**src/rtl/bus_pkg.sv**
```systemverilog
// rtl/bus_pkg.sv - shared types and constants for the multiplexed bus cycle sequencer
package bus_pkg;

  localparam int BUS_W  = 8;
  localparam int ADDR_W = 16;

  localparam logic [BUS_W-1:0] RD_DATA_ON_ERR = 8'h00;

  typedef enum logic [2:0] {
    IDLE,
    T1,
    T2,
    TW,
    T3
  } bus_state_e;

  // Strobe phase of a cycle: the bus owns the data lines from T2 until T3 ends.
  function automatic logic in_data_phase(input bus_state_e s);
    return (s == T2) || (s == TW) || (s == T3);
  endfunction

endpackage

```
**src/rtl/bus_wait_timer.sv**
```systemverilog
// rtl/bus_wait_timer.sv - saturating count of TW states with a timeout flag at WAIT_LIMIT
module bus_wait_timer #(
  parameter int WAIT_LIMIT = 15
) (
  input  logic clk,
  input  logic rst_n,
  input  logic clear,
  input  logic enable,
  output logic timeout
);

  localparam int CNT_W = (WAIT_LIMIT < 1) ? 1 : $clog2(WAIT_LIMIT + 1);
  localparam logic [CNT_W-1:0] CNT_MAX   = '1;
  localparam logic [CNT_W-1:0] CNT_LIMIT = CNT_W'(WAIT_LIMIT);

  logic [CNT_W-1:0] count;

  // Saturates rather than wraps so an unlimited wait never aliases to a small count.
  always_ff @(posedge clk) begin
    if (!rst_n || clear) begin
      count <= '0;
    end else if (enable && (count != CNT_MAX)) begin
      count <= count + CNT_W'(1);
    end
  end

  assign timeout = (WAIT_LIMIT != 0) && (count == CNT_LIMIT);

endmodule

```
**src/rtl/bus_cycle_ctrl.sv**
```systemverilog
// rtl/bus_cycle_ctrl.sv - T1/T2/TW/T3 bus cycle sequencer with wait insertion and timeout abort
module bus_cycle_ctrl
  import bus_pkg::*;
#(
  parameter int WAIT_LIMIT = 15
) (
  input  logic              clk,
  input  logic              rst_n,
  input  logic              req,
  input  logic              we,
  input  logic              io_m,
  input  logic [ADDR_W-1:0] addr,
  input  logic [BUS_W-1:0]  wdata,
  output logic              busy,
  output logic              done,
  output logic              err,
  output logic [BUS_W-1:0]  rdata,
  input  logic              ready,
  output logic              ALE,
  output logic              adbd,
  output logic [BUS_W-1:0]  addr_bus,
  output logic [BUS_W-1:0]  addr_hi,
  output logic [BUS_W-1:0]  Data_Bus_Out,
  input  logic [BUS_W-1:0]  Data_Bus_In,
  output logic              rd_n,
  output logic              wr_n,
  output logic              io_m_out
);

  bus_state_e state;
  bus_state_e next_state;

  logic              timeout;
  logic              timeout_hit;
  logic              err_pend;
  logic [ADDR_W-1:0] addr_r;
  logic              we_r;
  logic              io_m_r;
  logic [BUS_W-1:0]  wdata_r;
  logic              data_phase;

  bus_wait_timer #(
    .WAIT_LIMIT (WAIT_LIMIT)
  ) u_wait_timer (
    .clk     (clk),
    .rst_n   (rst_n),
    .clear   (state == T1),
    .enable  (next_state == TW),
    .timeout (timeout)
  );

  always_ff @(posedge clk) begin
    if (!rst_n) begin
      state <= IDLE;
    end else begin
      state <= next_state;
    end
  end

  always_comb begin
    next_state  = state;
    timeout_hit = 1'b0;
    case (state)
      IDLE: if (req) next_state = T1;
      T1:   next_state = T2;
      T2:   next_state = ready ? T3 : TW;
      TW: begin
        if (ready) begin
          next_state = T3;
        end else if (timeout) begin
          next_state  = T3;
          timeout_hit = 1'b1;
        end
      end
      T3:      next_state = IDLE;
      default: next_state = IDLE;
    endcase
  end

  always_comb begin
    data_phase = in_data_phase(state);
    busy       = (state != IDLE);
    ALE        = (state == T1);
    rd_n       = !(data_phase && !we_r);
    wr_n       = !(data_phase && we_r);
    adbd       = data_phase && we_r;
  end

  // Bus-facing fields come only from these registers so the requester may change inputs mid-cycle.
  always_ff @(posedge clk) begin
    if (!rst_n) begin
      addr_r  <= '0;
      we_r    <= 1'b0;
      io_m_r  <= 1'b0;
      wdata_r <= '0;
    end else if ((state == IDLE) && req) begin
      addr_r  <= addr;
      we_r    <= we;
      io_m_r  <= io_m;
      wdata_r <= wdata;
    end
  end

  assign addr_bus     = addr_r[BUS_W-1:0];
  assign addr_hi      = addr_r[ADDR_W-1:BUS_W];
  assign io_m_out     = io_m_r;
  assign Data_Bus_Out = wdata_r;

  always_ff @(posedge clk) begin
    if (!rst_n) begin
      err_pend <= 1'b0;
      done     <= 1'b0;
      err      <= 1'b0;
      rdata    <= '0;
    end else begin
      done <= (state == T3);
      if (state == T1) begin
        err_pend <= 1'b0;
      end else if (timeout_hit) begin
        err_pend <= 1'b1;
      end
      if (state == T3) begin
        err   <= err_pend;
        rdata <= err_pend ? RD_DATA_ON_ERR : Data_Bus_In;
      end
    end
  end

endmodule

```
**config.mk**
```make
export PLATFORM = sky130hd
export DESIGN_NAME = bus_cycle_ctrl
export DESIGN_NICKNAME = d
export VERILOG_FILES = /design/src/rtl/bus_pkg.sv /design/src/rtl/bus_wait_timer.sv /design/src/rtl/bus_cycle_ctrl.sv
export SDC_FILE = /design/constraint.sdc
export NUM_CORES = 1
export LEC_CHECK = 0
export CORE_MARGIN = 1.5
export CORE_UTILIZATION = 44
export DETAILED_ROUTE_END_ITERATION = 7
export PLACE_DENSITY = 0.95
export SLEW_MARGIN = 20
export SYNTH_ARGS = -nofsm -noshare
export SYNTH_HDL_FRONTEND = slang
export SYNTH_SLANG_ARGS = --single-unit
```
**constraint.sdc**
```tcl
create_clock -name clk -period 4.2 [get_ports clk]
set_input_delay 0.84 -clock clk [delete_from_list [all_inputs] [get_ports clk]]
set_output_delay 0.84 -clock clk [all_outputs]
set_load 0.03 [all_outputs]
```
==> impl_summary.md, run 1 <==
Route
The residual antenna-violating net count after detailed routing is 0. The number of vias after detailed routing is roughly 1600. The number of search-and-repair iterations in the first detailed-routing pass is 4.

The count of unresolved DRC violations after routing is 0. In the final routed layout, each cell accounts on average for around 13 um. For this block, the routed nets add up to 4115 um of wire. The via count normalized by instance count is approximately 5.1. The detailed router's first-iteration violation count is 104.

Clocking
The source-to-sink clock delay at the later pin of the worst-skew pair is about 0.29 ns. Gates resized during post-CTS repair numbered 0. Clock tree synthesis found a total of 44 sinks. Once the clock tree was built, the setup fixing pass inserted 0 buffers. The depth of the CTS H-tree is 2. The number of buffers inserted for hold repair after clock tree synthesis is 0.

The clock tree root buffer cell is sky130_fd_sc_hd__clkbuf_8. The clock tree buffer depth is 2. The TritonCTS clock tree is done.

The total CTS buffers is 5. The clock slew seen by the registers of the worst setup and hold paths is approximately 0.080 ns.

Placed design
The wire-length estimate of the detail-placed layout is roughly 2900 um. The count of input and output buffers is 77. The routability congestion estimate is 0.7563.

Logic synthesis
The dominant register cell in the synthesized netlist is sky130_fd_sc_hd__dfxtp_1. The mux share of post-synthesis cell area is 0. The fraction of the mapped netlist area in adder cells is 0.007289.

In the synthesized netlist the async set-or-reset flop fraction comes to 0. Synthesis inferred 44 register bits. Ranked by total cell area, the synthesized netlist is headed by sky130_fd_sc_hd__dfxtp_1 51%, sky130_fd_sc_hd__nand2_1 7.9%, sky130_fd_sc_hd__nand3_1 7.9%, sky130_fd_sc_hd__o21ai_0 7.6%, sky130_fd_sc_hd__a21boi_0 3.9%. The synthesized instance count is between 150 and 200.

In this run the cell area of the synthesized design comes to ~1700 um2. After synthesis, the largest family of logic cells by area is simple AND/OR/NAND/NOR gates. For this run, the register share of the synthesized area comes to 0.5131. The share of the synthesized area in compound gates (AO/OA/AOI/OAI) is 0.1552. The simple-gate share of the synthesized area is 0.2894. The number of synthesized flops with an enable pin is 0. In this run the mean area of a mapped cell was between 8 and 9 um2. The number of warnings issued by yosys is 0. The largest total area in the synthesized netlist belongs to sky130_fd_sc_hd__dfxtp_1. The area share of the leading cell type in the synthesized netlist is 0.5131. The area share of xor/xnor cells in the synthesized design is 0. Counting distinct cell types in the post-synthesis netlist gives 31.

The net count of the mapped netlist is approximately 240.

Worst setup path
At the worst endpoint, the arrival time is approximately 2.2 ns. The worst setup path is captured at an output port. The path type of the worst setup path is reg2out.

The peak fanout along the critical path is 12. For the worst flop-to-flop path, the logic depth is 3. Data on the critical path is required at its endpoint by about 3.4 ns. The worst setup path is launched from a flop.

Power
Cell internal power was estimated by the tool at about 0.00074 W. For this design the ratio of total power to cell area is between 300 and 400 nW/um2. The leakage component of the power is approximately 0.94 nW. For this design the total switching power over the nets is 0.0002478 W. Of the total power, the clock network draws 0.352. The combinational group share of total power is 0.186. Of the total power, the share spent switching nets is 0.2521. The peak supply drop is 0.2166 mV. The sequential share of power is 0.461.

Timing
The total count of max-transition violations in the final report was 0. The final-layout setup total negative slack is 0 ns. The timing-limited maximum frequency is 334.9 MHz.

Setup repair after global routing left no endpoint under its margin. For the pin with the worst max-slew slack, the measured transition is 1.009 ns. The clock tree skew after final layout is 0.005047 ns.

The count of endpoints failing hold in the final timing report came to 0. The relative slew slack is 0.3274. The fraction of the cycle the final worst path needs is 0.7109.

For the finished layout, the period the worst path requires is 2.986 ns. Setup violations remaining at the end of the flow were counted as 0.

Floorplanning
In this run the standard cell core region covers roughly 3700 um2. Pin placement for this block handled 78 I/O pins. The initialized floorplan defines 22 standard-cell rows. The die footprint is between 4000 and 5000 um2. The y dimension of the die is 65.46 um.

The initial cell density of the core is 0.4620. The floorplan step set the die width to around 65 um.

Run status
The flow ran to the end, and the final reports show no timing, DRC or antenna violations.

Global route
Entering global routing, the biggest net connects 67 pins. Across every metal layer, demand over resource in global routing totals 0.1932. The total overflow reported by the global router is 0. The wire length of the first global-routing pass is ~6300 um.

The via count of the first global-routing pass is roughly 1500. The number of antenna violations at the first check in global routing is 0.

Worst hold path
The class of the most critical hold timing path is reg2reg. The worst hold path was traced through 2 stages.

Cells and area
The antenna diode count is 0. Compared with the post-synthesis result, the final layout area differs by 53.06%. At the end of the flow, the number of nets in the layout was 310. Fill cells in the final layout number roughly 280.

Of the cells placed in the final design, the portion with a size suffix greater than 1 is 0.05515. The post-route core utilization is 0.7071.

Job
The reported max-cap violation count is 0.
-- critical path: stages (launching register included) --
cell and delay (ns):
sky130_fd_sc_hd__dfxtp_1 0.48, sky130_fd_sc_hd__nor3b_1 0.22, sky130_fd_sc_hd__buf_4 0.22, sky130_fd_sc_hd__nor2_1 0.06
sky130_fd_sc_hd__or2_2 0.27, sky130_fd_sc_hd__clkdlybuf4s50_1 0.59
-- layer usage --
| metal | up-vias | part of all wire | GRT usage |
|---|---|---|---|
| met3 | 9 | 0.073 | 0.05308 |
| met1 | 737 | 0.41 | 0.2154 |
| met5 | - | 0 | 0 |
| met4 | 0 | 0.025 | 0.1068 |
| li1 | 832 | - | - |
| met2 | 56 | 0.49 | 0.3316 |
-- flip-flops by register name, indices dropped and copies added (netlist names) --
| register | cells |
|---|---|
| we_r | 1 |
| state | 3 |
| io_m_out | 1 |
| err_pend | 1 |
| u_wait_timer.count | 4 |
| done | 1 |
| rdata | 8 |
| Data_Bus_Out | 8 |
| addr_r | 16 |
| err | 1 |
-- power groups by stage --
| stage | sequential [W] | clock, W | combinational, W |
|---|---|---|---|
| floorplan | 0.000500 | 0 | 0.0000568 |
| global placement | 0.000461 | 0 | 0.000181 |
| detailed placement | 0.000463 | 0 | 0.000183 |
| CTS | 0.000453 | 0.000350 | 0.000185 |
| global route | 0.000456 | 0.000368 | 0.000196 |
| finish | 0.000453 | 0.000346 | 0.000183 |
-- final timing paths --
| check | start | to | slack, ns |
|---|---|---|---|
| min | Data_Bus_Out[3] | Data_Bus_Out[3] | 0.45 |
| max reg2reg | state[1] | u_wait_timer.count[3] | 2.74 |
| max | state[2] | rd_n | 1.21 |
| min reg2reg | Data_Bus_Out[3] | Data_Bus_Out[3] | 0.45 |
-- through the flow --
stage                     instances  hold slack [ns]  setup slack [ns]  instance area, um2  power (W)
after CTS                       320           0.4509             1.214                2628  0.0009876
after detailed placement        312           0.4397             1.539                2501  0.0006463
final                           320           0.4490             1.214                2628  0.0009829
after global routing            320           0.4653             1.079                2628   0.001020
after floorplan                 199           0.4409             1.717                1717  0.0005573
after global placement          312           0.4347             1.588                2501  0.0006419
-- kinds of logic (layout without fill, tap and decap cells) --
kind of cell	after synthesis	in the layout
AO/OA/AOI/OAI	46	46
flip-flops	44	44
buffers and inverters	15	88
adder cells (fa/ha/maj)	1	1
AND/OR/NAND/NOR	93	93
-- cells in the final DEF, fill, tap and decap left out, types with 2 or more instances in the layout --
cell type and instances:
sky130_fd_sc_hd__a21boi_0 9, sky130_fd_sc_hd__a21oi_1 4, sky130_fd_sc_hd__buf_4 2, sky130_fd_sc_hd__clkbuf_8 7
sky130_fd_sc_hd__clkdlybuf4s50_1 76, sky130_fd_sc_hd__dfxtp_1 44, sky130_fd_sc_hd__nand2_1 36, sky130_fd_sc_hd__nand3_1 27
sky130_fd_sc_hd__nand3b_1 9, sky130_fd_sc_hd__nor2_1 3, sky130_fd_sc_hd__nor3_1 2, sky130_fd_sc_hd__nor3b_1 3
sky130_fd_sc_hd__o21a_1 2, sky130_fd_sc_hd__o21ai_0 26, sky130_fd_sc_hd__o21ai_1 3, sky130_fd_sc_hd__or3_1 2
-- Yosys cell counts (3+ instances only) --
cell,number
sky130_fd_sc_hd__clkbuf_1,9
sky130_fd_sc_hd__a21oi_1,4
sky130_fd_sc_hd__a21boi_0,9
sky130_fd_sc_hd__dfxtp_1,44
sky130_fd_sc_hd__nand3_1,27
sky130_fd_sc_hd__nand3b_1,9
sky130_fd_sc_hd__nor2_1,3
sky130_fd_sc_hd__o21ai_1,3
sky130_fd_sc_hd__o21ai_0,26
sky130_fd_sc_hd__nand2_1,36
sky130_fd_sc_hd__buf_2,3
sky130_fd_sc_hd__nor3b_1,3
-- layout make-up --
cell class	instances	area (um2)	share of cell area
multi-input cells	140	775.7	0.2952
well taps	48	60.06	0.02286
flip-flops and latches	44	880.8	0.3352
repair buffers	79	780.7	0.2971
inverters	1	3.754	0.001429
clock inverters	1	30.03	0.01143
clock buffers	7	96.34	0.03667
Power figures use the tool's default switching activity.
==> run 2, diff against run 1 <==
--- a/config.mk
+++ b/config.mk
@@ -6,9 +6,9 @@
 export NUM_CORES = 1
 export LEC_CHECK = 0
 export CORE_MARGIN = 1.5
-export CORE_UTILIZATION = 44
+export CORE_UTILIZATION = 41
 export DETAILED_ROUTE_END_ITERATION = 7
-export PLACE_DENSITY = 0.95
+export PLACE_DENSITY = 0.9
 export SLEW_MARGIN = 20
 export SYNTH_ARGS = -nofsm -noshare
 export SYNTH_HDL_FRONTEND = slang
==> constraint.sdc (replaced) <==
create_clock -name clk -period 3 [get_ports clk]
set_input_delay 0.6 -clock clk [delete_from_list [all_inputs] [get_ports clk]]
set_output_delay 0.6 -clock clk [all_outputs]
set_load 0.03 [all_outputs]
==> impl_summary.md, run 2 (synthesis gave the netlist of run 1 again) <==
Run status
The flow ran to the end, and the final reports show no timing, DRC or antenna violations.

Route
The routed wirelength normalized by instance count is 12.36 um (-3.9%). The via count normalized by instance count is 5.006 (-2.0%). The number of search-and-repair iterations in the first detailed-routing pass came to 4 (unchanged). The detailed router's first-iteration violation count is 78 (-25%).

The number of vias after detailed routing came to 1622 (-0.73%). The count of unresolved DRC violations after routing is 0 (unchanged). The residual antenna-violating net count after detailed routing was 0 (unchanged). The total length of routed wires is 4006 um (-2.6%).

Power
The peak supply drop is 0.2546 mV (+18%). The total power per unit cell area is 506.9 nW/um2 (+36%). The leakage component of the power is 0.9448 nW (+0.27%).

Cells and area
The register ranked first by flip-flop count is addr_r. The antenna diode count is 0 (unchanged). The fraction of layout instances using a drive strength above 1 is 0.06204 (+0.006897). The total of fill cells in the finished design was 338 (+21%). Leaving out fill and tap cells, the most frequent cell in the layout is sky130_fd_sc_hd__clkdlybuf4s50_1.

The total number of nets in the final design is 312 (+0.65%). In the layout the commonest cells are 75 x sky130_fd_sc_hd__clkdlybuf4s50_1, 44 x sky130_fd_sc_hd__dfxtp_1, 36 x sky130_fd_sc_hd__nand2_1. Relative to the synthesized area, the layout overhead comes to 52.84%. The flip-flop count of the largest register, all copies and words added is 16 (unchanged).

Clocking
The total CTS buffers is 5 (unchanged). The clock tree buffer depth is 2 (unchanged). TritonCTS built the clock tree.

The source-to-sink clock delay at the later pin of the worst-skew pair is 0.29 ns (about the same). The number of sinks handled by clock tree synthesis was 44 (unchanged). The count of buffers added by post-CTS timing repair for setup was 0 (unchanged).

The clock tree root buffer cell is sky130_fd_sc_hd__clkbuf_8. The number of buffers inserted for hold repair after clock tree synthesis is 0 (unchanged). The total of cells resized after clock tree synthesis is 0 (unchanged). The clock slew seen by the registers of the worst setup and hold paths is 0.08 ns (about the same). The depth of the CTS H-tree is 2 (unchanged).

Floorplanning
The number of top-level design ports is 78 (unchanged). The y dimension of the die is 67.71 um (+3.4%). The number of core rows is 23 (+4.5%). The width of the die is 67.71 um (+3.4%). The total core area is 4000 um2 (+7.6%). The initial cell density of the core was 0.4292 (-0.03280). The die footprint is 4584 um2 (+7.0%).

Timing
The total count of max-transition violations in the final report is 0 (unchanged). The final-report setup violation count was 0 (unchanged). The clock tree skew after final layout is 0.004594 ns (-0.0004531 ns). The count of endpoints failing hold in the final timing report is 0 (unchanged). The timing-limited maximum frequency is roughly 380 MHz. The shortest clock period the worst path allows after layout is approximately 2.7 ns. The final worst hold slack is 0.4505 ns (+0.001577 ns). Setup repair after global routing left no endpoint under its margin. The final-layout setup total negative slack is 0 ns (unchanged).

The slew at the pin closest to its max-slew limit is 0.7028 ns (-0.3062 ns). Of the available clock period, the critical path in the final layout requires 0.8867. The relative slew slack is 0.5315 (+0.2041).

Worst hold path
The destination of the worst hold path is Data_Bus_Out[4]. The worst hold path stage count came to 2 (unchanged). In this run the worst hold path is classified as reg2reg. The source of the worst hold timing path is Data_Bus_Out[4].

Worst setup path
The arrival time of the worst setup path came to 2.06 ns (-0.09 ns). The buffer and inverter count on the worst path is 1 (-1). The largest incremental delay on the critical path is 0.61 ns (+0.02 ns). The worst setup path is launched from a flop. In this design, the largest share of critical-path delay is due to simple AND/OR/NAND/NOR gates. The worst setup path is of the reg2out kind. The worst-path cell with the longest stage delay is sky130_fd_sc_hd__clkdlybuf4s50_1. The peak fanout along the critical path is 8 (-4). In this run the critical register-to-register path is launched from state[1]. The endpoint identified for the worst register-to-register timing path is u_wait_timer.count[0]. The worst setup path is captured at an output port. The critical path goes through nor3b_1 -> nor2_1 -> or2_2 -> clkdlybuf4s50_1. The worst reg-to-reg setup slack is 1.55 ns (-1.19 ns). The worst-case reg-to-reg path depth is 3 (unchanged). The required time of the worst setup path was 2.40 ns (-0.96 ns).

Placed design
The routability congestion estimate is 0.7485 (-1.0%). The count of input and output buffers is 77 (unchanged). The detailed-placement wirelength estimate is 2842 um (-0.40%).

Job
The reported max-cap violation count is 0 (unchanged).

Global route
The largest net degree at the start of global routing was 46 (-31%). The global router's overall resource usage is 0.1826 (-0.01065). The via count of the first global-routing pass is 1426 (-2.1%). The number of antenna violations at the first check in global routing is 0 (unchanged). The total overflow reported by the global router is 0 (unchanged). The wire length of the first global-routing pass is 6313 um (-0.55%).
-- run 2: cell types whose count changed in the layout (fill, tap and decap cells not counted), sizes merged --
cell / change
clkbuf: -1
clkinv: +1
buf: +3
clkdlybuf4s50: -1
-- run 2: tightest hold or removal path: stages, from the launching register on --
cell and delay (ns):
sky130_fd_sc_hd__dfxtp_1 0.31, sky130_fd_sc_hd__nand2_1 0.05, sky130_fd_sc_hd__o21ai_1 0.05
-- run 2: worst max path at each step --
stage | start | to | cells after the start
5_1_grt | state[2] | rd_n | 4
2_1_floorplan | state[2] | adbd | 3
3_3_place_gp | state[2] | rd_n | 4
3_5_place_dp | state[2] | rd_n | 4
6_report | state[2] | rd_n | 4
4_1_cts | state[2] | rd_n | 4
-- run 2: layout make-up --
cell class              count  area (um2)  area share
well taps                  50       62.56     0.02384
clock inverters             2       35.03     0.01335
clock buffers               6       72.57     0.02766
inverters                   1       3.754    0.001431
repair buffers             81       793.3      0.3023
multi-input cells         140       775.7      0.2957
flip-flops and latches     44       880.8      0.3357
-- run 2: metrics by stage --
step | area (um2) | std cells | setup WS (ns) | total power (W) | utilization
final | 2624 | 324 | 0.3399 | 0.001330 | 0.6559
after global routing | 2624 | 324 | 0.1125 | 0.001388 | 0.6559
after CTS | 2624 | 324 | 0.3210 | 0.001343 | 0.6559
after detailed placement | 2516 | 316 | 0.6554 | 0.0009083 | 0.6290
after global placement | 2516 | 316 | 0.6773 | 0.0009026 | 0.6290
after floorplan | 1717 | 199 | 0.7567 | 0.0007802 | -
-- run 2: where the power goes --
part           switching, W  internal, W
combinational      0.000136     0.000123
sequential        0.0000195     0.000615
clock              0.000190     0.000247
-- run 2: per-layer routing --
layer  GRT usage  share of wire  vias up
met4     0.06378          0.016        0
met1      0.2225           0.44      724
li1            -              -      837
met2      0.2953           0.46       54
met5           0              0        -
met3     0.06667          0.075        7
==> variant, RTL diff (settings of run 2) <==
Re-encode `bus_state_e` (5 states) as one-hot, 5 bits wide.
--- a/src/rtl/bus_pkg.sv
+++ b/src/rtl/bus_pkg.sv
@@ -6,12 +6,12 @@
 
   localparam logic [BUS_W-1:0] RD_DATA_ON_ERR = 8'h00;
 
-  typedef enum logic [2:0] {
-    IDLE,
-    T1,
-    T2,
-    TW,
-    T3
+  typedef enum logic [4:0] {
+    IDLE = 5'b00001,
+    T1   = 5'b00010,
+    T2   = 5'b00100,
+    TW   = 5'b01000,
+    T3   = 5'b10000
   } bus_state_e;
 
   // Strobe phase of a cycle: the bus owns the data lines from T2 until T3 ends.
Check against the original RTL: same outputs for any inputs over 10 cycles, from zero or initial values and one cycle with rst_n low; not proved beyond that.
==> variant against run 2 <==
- sequential cell count increased by 2
- routed wire length increased by 8.7%
- utilization fell by 2.6 points
- count of clock-buffer cells in the layout down 1
- setup slack lost 0.13 ns
- total power up 3.7%
- sequential share of layout area is 0.25 points lower
- synthesized area grew 8.9%
- cell area increased by 5.3%
- sequential power up 5.0%
- critical path type unchanged
- critical endpoint unchanged
- largest cell class unchanged
==> variant: results (changes against run 2) <==
| Metric | Value |
|---|---|
| Status | finished clean (unchanged) |
| Post_cts resized | 0 (unchanged) |
| Hold depth | 2 (unchanged) |
| Share of layout cells above drive strength 1 | 6.143% (was 6.204%) |
| Clock root cell | clkbuf_8 (unchanged) |
| GR Util met3 | 7.792% (was 6.667%) |
| Syn_nets | 260 (was 238) |
| Top reg by flops | addr_r (unchanged) |
| Slowest cell delay on critical path | 0.59 ns (was 0.61 ns) |
| Synth area leaders | dfxtp_1, o21ai_0, nand3_1, nand2_1, a21boi_0 (was dfxtp_1, nand2_1, nand3_1, o21ai_0, a21boi_0) |
| Nets | 331 (was 312) |
| First-pass DRT Iterations | 4 (unchanged) |
| Crit Path Max Fanout | 10 (was 8) |
| Crit path max-delay family | buffers and inverters (was simple AND/OR/NAND/NOR gates) |
| Final wirelength | 4353 um (was 4006 um) |
| Met2 Use GR | 29.14% (was 29.53%) |
| Crit path DAT | 2.19 ns (was 2.06 ns) |
| All-Layer GR Usage | 18.02% (was 18.26%) |
| Worst-Margin Slew | 0.4748 ns (was 0.7028 ns) |
| Largest net degree at the start of global routing | 54 (was 46) |
| # fillers | 392 (was 338) |
| Remaining antenna violation count | 0 (unchanged) |
| H-tree depth | 2 (unchanged) |
| Seq/Total Area, Yosys | 49.26% (was 51.31%) |
| Sum of routed wire segments on met1 | 1885 um (was 1778 um) |
| Clk pwr | 0.451 mW (was 0.437 mW) |
| Routed vias | 1753 (was 1622) |
| EDFF count, synth | 0 (unchanged) |
| First-pass GRT wire length | 7148 um (was 6313 um) |
| Worst Skew | 0.005635 ns (was 0.004594 ns) |
| Switching power | 0.3702 mW (was 0.3452 mW) |
| VDD IR max | 0.2869 mV (was 0.2546 mV) |
| Placer congestion estimate | 0.7694 (was 0.7485) |
| WL met2 | 2025 um (was 1860 um) |
| Seq power | 0.667 mW (was 0.635 mW) |
| Library cells used by synthesis | 35 (was 31) |
| Vias in the first global route | 1578 (was 1426) |
| Leakage Power | 1.003 nW (was 0.9448 nW) |
| Worst r2r path cells | 4 (was 3) |
| GR Util met1 | 21.24% (was 22.25%) |
| Clk_lat worst skew | 0.30 ns |
| Post-synth top cells | dfxtp_1, nand2_1, o21ai_0 (was dfxtp_1, nand2_1, nand3_1) |
| Routed met3 length | 384 um (was 300 um) |
| Hpwl dp | 3074 um (was 2842 um) |
| DRT iter0 DRCs | 110 (was 78) |
==> variant: cell count changes after synthesis, moves of 3 or more <==
cell	delta
nand2_1	+3
nand3_1	+3
o21ai_0	+6
nor2_1	+6
o21ai_1	-3
==> variant: path summary, 6_finish.rpt <==
| path | start | endpoint | slack (ns) |
|---|---|---|---|
| worst max-delay path | state[2]$_SDFF_PN0_ | rd_n | 0.21 |
| worst min-delay path | rdata[5]$_SDFFE_PN0P_ | rdata[5]$_SDFFE_PN0P_ | 0.46 |
| worst max register to register | state[0]$_SDFF_PN1_ | rdata[0]$_SDFFE_PN0P_ | 1.43 |
| worst min register to register | rdata[5]$_SDFFE_PN0P_ | rdata[5]$_SDFFE_PN0P_ | 0.46 |
==> variant: kinds of logic after synthesis <==
logic type,count (synthesis),synth area share [%]
buffers and inverters,18,4.016
AOI/OAI and AO/OA,48,14.59
xor gates and xnor gates,3,1.808
muxes,1,0.5355
and+or+nand+nor,104,29.12
adders and majority gates,1,0.6692
DFF,46,49.26
==> variant: through the flow <==
stage                     total power, mW  instance area (um^2)  instances  util, %  worst slack, ns
final                               1.379                  2764        345    63.04           0.2113
after global routing                1.447                  2764        345    63.04          0.05768
after CTS                           1.397                  2764        345    63.04           0.2013
after detailed placement           0.9438                  2655        337    60.56           0.5400
after global placement             0.9369                  2655        337    60.56           0.5849
after floorplan                    0.8166                  1869        221        -            1.214
==> variant: cell type report <==
cell class / count / share of cell area (%)
inverters: 2 / 0.2716
repair buffers: 80 / 28.52
flip-flops and latches: 46 / 33.32
clock buffers: 5 / 2.490
clock inverters: 3 / 1.449
well taps: 52 / 2.354
multi-input cells: 157 / 31.60
